===== config.mk =====
export PLATFORM = sky130hd
export DESIGN_NAME = xorshift_stream
export DESIGN_NICKNAME = d
export VERILOG_FILES = /design/src/rtl/xorshift_pkg.sv /design/src/rtl/xorshift_step_comb.sv /design/src/rtl/xorshift_stream.sv
export SDC_FILE = /design/constraint.sdc
export NUM_CORES = 1
export LEC_CHECK = 0
export CAP_MARGIN = 20
export CORE_ASPECT_RATIO = 1.2
export CORE_UTILIZATION = 58
export DETAILED_ROUTE_END_ITERATION = 8
export DONT_BUFFER_PORTS = 1
export GPL_ROUTABILITY_DRIVEN = 0
export GPL_TIMING_DRIVEN = 0
export HOLD_SLACK_MARGIN = 0.08
export PLACE_DENSITY = 0.74
export RECOVER_POWER = 25
export SLEW_MARGIN = 20
export SYNTH_ARGS = -nofsm -noshare
export SYNTH_HDL_FRONTEND = slang
export SYNTH_SLANG_ARGS = --single-unit

===== constraint.sdc =====
create_clock -name clk -period 1.8 [get_ports clk]
set_clock_uncertainty 0.15 [all_clocks]
set_input_delay 0.36 -clock clk [delete_from_list [all_inputs] [get_ports clk]]
set_output_delay 0.36 -clock clk [all_outputs]
set_load 0.1 [all_outputs]

===== src/rtl/xorshift_pkg.sv =====
// Shared constants, FSM state type and reference step function for the
// xorshift stream generator.
package xorshift_pkg;

  // Shift triples (a, b, c) for the two supported state widths
  localparam int XS32_A = 13;
  localparam int XS32_B = 17;
  localparam int XS32_C = 5;
  localparam int XS64_A = 13;
  localparam int XS64_B = 7;
  localparam int XS64_C = 17;

  typedef enum logic {
    WARMUP = 1'b0,
    RUN    = 1'b1
  } xs_state_e;

  // One xorshift step on a state held in the low 'width' bits of s.
  // All shifts are logical and truncated to the state width.
  function automatic logic [63:0] xorshift_step(input int width, input logic [63:0] s);
    logic [31:0] t32;
    logic [63:0] t64;
    t32 = s[31:0];
    t64 = s;
    if (width == 32) begin
      t32 = t32 ^ (t32 << XS32_A);
      t32 = t32 ^ (t32 >> XS32_B);
      t32 = t32 ^ (t32 << XS32_C);
      t64 = {32'd0, t32};
    end else begin
      t64 = t64 ^ (t64 << XS64_A);
      t64 = t64 ^ (t64 >> XS64_B);
      t64 = t64 ^ (t64 << XS64_C);
    end
    return t64;
  endfunction

endpackage


===== src/rtl/xorshift_step_comb.sv =====
// Purely combinational single xorshift step for a WIDTH-bit state.
module xorshift_step_comb
  import xorshift_pkg::*;
#(
  parameter int WIDTH = 32
) (
  input  logic [WIDTH-1:0] state_i,
  output logic [WIDTH-1:0] state_o
);

  // The state is widened to 64 bits for the shared step function and
  // truncated back; the step never moves bits above WIDTH into range.
  always_comb begin
    state_o = WIDTH'(xorshift_step(WIDTH, 64'(state_i)));
  end

endmodule


===== src/rtl/xorshift_stream.sv =====
// Xorshift PRNG with a valid/ready output stream, runtime seed load,
// zero-seed substitution and a warm-up discard after reset or seed load.
module xorshift_stream
  import xorshift_pkg::*;
#(
  parameter int               WIDTH     = 32,
  parameter int               OUT_WIDTH = 32,
  parameter logic [WIDTH-1:0] INITVAL   = WIDTH'(32'hebd5a728),
  parameter int               DISCARD   = 4
) (
  input  logic                 clk,
  input  logic                 reset_n,
  input  logic                 seed_valid,
  input  logic [WIDTH-1:0]     seed_data,
  input  logic                 out_ready,
  output logic                 out_valid,
  output logic [OUT_WIDTH-1:0] out_data,
  output logic                 busy
);

  if (WIDTH != 32 && WIDTH != 64) begin : gen_bad_width
    $error("xorshift_stream: WIDTH must be 32 or 64");
  end
  if (OUT_WIDTH < 1 || OUT_WIDTH > WIDTH) begin : gen_bad_out_width
    $error("xorshift_stream: OUT_WIDTH must be in 1..WIDTH");
  end
  if (INITVAL == '0) begin : gen_bad_initval
    $error("xorshift_stream: INITVAL must be nonzero");
  end
  if (DISCARD < 0 || DISCARD > 255) begin : gen_bad_discard
    $error("xorshift_stream: DISCARD must be in 0..255");
  end

  localparam xs_state_e  RESET_STATE = (DISCARD == 0) ? RUN : WARMUP;
  localparam logic [7:0] DISCARD_CNT = 8'(DISCARD);

  xs_state_e        state_q, state_d;
  logic [7:0]       cnt_q, cnt_d;
  logic [WIDTH-1:0] s_q, s_d;
  logic [WIDTH-1:0] stepValue;

  xorshift_step_comb #(
    .WIDTH (WIDTH)
  ) u_step (
    .state_i (s_q),
    .state_o (stepValue)
  );

  // A zero seed would lock the generator at zero, so it is replaced by INITVAL.
  // Seed load takes priority over both warm-up steps and handshakes.
  always_comb begin
    state_d = state_q;
    cnt_d   = cnt_q;
    s_d     = s_q;
    if (seed_valid) begin
      s_d     = (seed_data == '0) ? INITVAL : seed_data;
      cnt_d   = DISCARD_CNT;
      state_d = (DISCARD == 0) ? RUN : WARMUP;
    end else begin
      case (state_q)
        WARMUP: begin
          s_d   = stepValue;
          cnt_d = cnt_q - 8'd1;
          if (cnt_q == 8'd1) begin
            state_d = RUN;
          end
        end
        RUN: begin
          if (out_ready) begin
            s_d = stepValue;
          end
        end
        default: state_d = RESET_STATE;
      endcase
    end
  end

  // State, discard counter and generator register with async restart from INITVAL
  always_ff @(posedge clk or negedge reset_n) begin
    if (!reset_n) begin
      state_q <= RESET_STATE;
      cnt_q   <= DISCARD_CNT;
      s_q     <= INITVAL;
    end else begin
      state_q <= state_d;
      cnt_q   <= cnt_d;
      s_q     <= s_d;
    end
  end

  assign out_valid = (state_q == RUN);
  assign busy      = (state_q == WARMUP);
  assign out_data  = s_q[WIDTH-1 -: OUT_WIDTH];

endmodule


After elaboration in Yosys (flattened, before gate mapping)
Cells that the tools add are included.
Widths: inputs -> output; s select.
{ "word_totals": {"register_bits": 41, "out_inout_bits": 34, "input_bits": 36, "elab_cells": 21} }
{ "classes": {"n_bitwise": 4, "n_eq_ne": 3, "n_reduce_logical": 1, "muxes": 9, "add_sub_neg": 1} }
{ "ops": {"columns": ["cell", "n"], "rows": [
  ["$mux 32", 3],
  ["$pmux 32 s2", 1],
  ["$xor 32x32->32", 2],
  ["$logic_not 32->1", 1],
  ["$xor 32x15->32", 1],
  ["$mux 8", 2],
  ["$eq 8x1->1 const B", 1],
  ["$sub 8x1->8 const B", 1],
  ["$mux 1", 3],
  ["$ne 3x3->1 const B", 1],
  ["$ne 2x2->1 const B", 1],
  ["$not 1->1", 1]
]} }

Depth between registers and ports, before layout
{ "depth": {"depth_word": 6, "depth_mapped": 6} }

By module
From an unflattened synthesis, not the netlist that was laid out.
{ "unflattened": {"cells_unflattened": 252, "area_unflattened_um2": 2743.9} }
{ "modules_own_cells": {"columns": ["module", "seq_area_each_um2", "area_each_um2", "cells_per_inst", "instances"], "rows": [
  ["xorshift_stream", 1049.8, 1974.4, 194, 1],
  ["xorshift_step_comb", 0.0, 769.5, 58, 1]
]} }

Worst setup path before layout
No wires, ideal clock.
{ "synth_path": {"kind": "register to register", "from": "register s_q[4], in the netlist out_data[4]", "to": "register s_q[5], in the netlist out_data[5]", "arrival_time_ns": 2.250, "path_stages_with_launch": 6, "slack_ns": -0.680, "setup_time_ns": 0.081, "n_path_buf": 1, "synth_period_minus_slack_ns": 2.480, "cell_sequence": "dfrtp_1 clkbuf_1 xor2_1 xor3_1 or3_1 a32oi_1"} }
{ "synth_between": {"elab_chain_len": 6} }
{ "synth_rtl": {"columns": ["element", "line", "text"], "rows": [
  ["start, declared", "xorshift_stream.sv:39", "logic [WIDTH-1:0] s_q, s_d;"],
  ["start signal, assigned", "xorshift_stream.sv:83", "s_q <= INITVAL;"],
  ["start signal, assigned", "xorshift_stream.sv:87", "s_q <= s_d;"],
  ["$xor 32x32->32 *", "xorshift_pkg.sv:26", "t32 = t32 ^ (t32 << XS32_A);"],
  ["$xor 32x15->32 *", "xorshift_pkg.sv:27", "t32 = t32 ^ (t32 >> XS32_B);"],
  ["$xor 32x32->32 *", "xorshift_pkg.sv:28", "t32 = t32 ^ (t32 << XS32_C);"],
  ["$mux 32", "xorshift_stream.sv:69", "if (out_ready) begin"],
  ["$pmux 32 s2 *", "xorshift_stream.sv:60", "case (state_q)"],
  ["$mux 32 *", "xorshift_stream.sv:55", "if (seed_valid) begin"]
]} }
Mark *: on every way between the ends. The rest lies on a longest branch, timed or not. The select of a mux whose other input is x is not followed.
A chain may end at the register's enable or synchronous reset.

Worst setup path after layout
{ "layout_path": {"from": "register s_q[16], in the netlist out_data[16]", "to": "register s_q[12], in the netlist out_data[12]"} }
The elaborated chain is that of the path after synthesis.

==> metrics.csv <==
stage,metric,value,unit
cts,clockBufferDepth,2,
yosys,yosys_warnings,0,
final_layout,fillCellCount,198,
final_layout,layout_common_cells,"35 x nor2_1, 23 x dlygate4sd3_1, 19 x xnor2_1",
die,core-area,4940,µm²
timing,rsz0062_at_grt,yes,
cts,htreeDepth,2,
timing,finalCritPeriodShare,126,%
drt,drtPass1Iterations,5,
global_route,grt_pass1_wl,13900,µm
timing,maxSlewHeadroom,35.4,%
yosys,syn_avg_cell_area,10.4,µm²
timing,max_freq,441,MHz
final_layout,final_common_cell,nor2_1,
die,dieArea,5470,µm²
setup_path,crit_arrival,2.33,ns
yosys,ys.flop_type,dfrtp_1,
setup_path,r2r_end,out_data[12],
final_layout,drive_above_1_share,43.6,%
setup_path,cp_max_fo,6,
timing,worstMarginPinSlew,0.969,ns
die,die_y,80.8,µm
global_route,grt_overflow,0,
yosys,synth_enable_flop_cells,0,
cts,cts_tree,built,
placed_design,place_ws,-0.479,ns
drt,final_antenna_net_count,0,
final_layout,fin_cells,413,
yosys,synth_nets,328,
yosys,synth-seq-cells,41,
yosys,async_flop_share,100,%
drt,drc,0,
die,io_pins,70,
drt,vias_per_cell,6.70,
global_route,grt_max_degree,42,
timing,fin_ws,-0.469,ns
yosys,syn-cell-area,3000,µm²
global_route,grt_antenna_before_repair,0,
final_layout,finalNetCount,390,
yosys,postSynthCellCount,290,
yosys,yosysSeqAreaShare,35.0,%
drt,vias,2769,
cts,cts-root-buf,clkbuf_8,
setup_path,worstSetupPathType,reg -> reg,
global_route,grt_pass1_vias,2637,
timing,fin_crit,2.27,ns
setup_path,crit_path_start_kind,flop,
setup_path,crit_end,out_data[12],
yosys,ys_types,46,
timing,hold_viol_final,0,
drt,wire_per_inst,25.8,µm
drt,wirelength,10600,µm
die,start_util,60.8,%
run,drv_cap,0,
placed_design,io_buffers,0,
die,num_rows,28,
die,die_x,67.7,µm
run_status,status,"finished, violations left",
setup_path,timing.rr.start,out_data[16],
setup_path,end_kind,flop,
timing,finalHoldWorstSlack,0.0877,ns
placed_design,dpl.cell_count,350,
final_layout,n_antenna_cell,0,
setup_path,ff2ff_path_depth,4,
global_route,grt_use_total,37.1,%
timing,final_max_slew_viol_count,0,
worst_hold_path,worstHoldPathType,in -> reg,
cts,clock-sinks,41,
cts,clk_latency,0.31,ns
timing,finalSetupViolCount,36,
final_layout,syn2layout_area_growth,48.5,%
setup_path,crit_path_start,out_data[16],
setup_path,worst-endpoint-required,1.87,ns
placed_design,dp_hpwl,6120,µm
cts,clkSlewWorstSetupHoldPaths,0.08,ns
drt,drt_first_iter_violations,326,
timing,tns,-9.59,ns
cts,cts_buffers,5,
run_status,violations,negative setup slack,
setup_path,r2r_slack,-0.47,ns
synth_stat cells (3+ instances only):
cell type | number | area, µm²
o21ai_0 | 12 | 60.1
a211oi_1 | 4 | 30.0
xor2_1 | 13 | 114
a32oi_1 | 6 | 52.6
a31oi_1 | 4 | 25.0
nor2_1 | 46 | 173
inv_1 | 5 | 18.8
nor4_1 | 11 | 68.8
or3_1 | 10 | 62.6
clkbuf_1 | 14 | 52.6
buf_2 | 7 | 35.0
dfstp_2 | 19 | 499
xnor2_1 | 33 | 289
xnor2_2 | 4 | 65.1
nand3_1 | 3 | 15.0
nand2_1 | 8 | 30.0
mux2_2 | 6 | 67.6
dfrtp_1 | 22 | 551
a22oi_1 | 10 | 75.1
a21oi_1 | 5 | 25.0
xnor3_1 | 16 | 360
critical path, cell delays in order, from the launching register on:
cell	delay [ns]
dfstp_4	0.86
xnor2_4	0.19
xor3_1	0.39
or3_1	0.35
a31oi_1	0.23
metrics by stage:
stage                     cell area (µm²)  utilization, %
after detailed placement             3400            68.9
after floorplan                      3330               -
after global routing                 4460            90.2
after global placement               3400            68.9
after CTS                            4170            84.5
final                                4460            90.2
flip-flops by register name, summed over array words and instances (netlist names):
register   flops
out_data      32
out_valid      1
cnt_q          8
worst min-delay path by stage:
stage	cells past startpoint	slack (ns)	start	end
floorplan	0	-0.09	reset_n	cnt_q[0]
global placement	0	-0.08	reset_n	out_data[17]
detailed placement	0	-0.08	reset_n	out_data[17]
CTS	2	0.09	seed_data[25]	out_data[25]
global route	2	0.1	seed_data[24]	out_data[24]
finish	2	0.09	seed_data[23]	out_data[23]
metal layers:
layer  vias up  routed length (µm)  GRT usage, %
met1      1355                3680          42.6
li1       1138                   -             -
met2       226                5250          61.7
met5         -                   0             0
met4         0                 594          20.4
met3        50                1120          9.83
cells by family after synthesis:
kind of cell / Yosys count / synth area share [%]
fa+ha+maj: 2 / 0.834
flops: 41 / 35.0
xor+xnor: 71 / 31.3
compound gates: 45 / 10.3
buf+inv: 31 / 4.58
mux: 7 / 3.00
simple gates: 93 / 15.0
what timing repair did:
action | in CTS | in global routing
hold endpoints to repair | 63 | 0
cloned | 1 | 1
hold buffers | 24 | 0
setup endpoints to repair | 37 | 39
setup buffers | 17 | 14
pin swaps | 33 | 25
gates resized for setup | 49 | 43
area by class of cell:
| class | instances | area [µm²] | share of cell area (%) |
|---|---|---|---|
| buffer | 25 | 299 | 6.71 |
| clock buffer | 7 | 96.3 | 2.16 |
| clock inverter | 1 | 5.00 | 0.112 |
| inverter | 6 | 26.3 | 0.590 |
| multi-input combinational | 218 | 2270 | 50.9 |
| sequential | 41 | 1160 | 26.1 |
| tap | 60 | 75.1 | 1.68 |
| timing repair buffer | 55 | 526 | 11.8 |
Power is left out: the tool's default activity adds up to more than one toggle a clock period on the data nets, which glitch-free logic cannot reach.
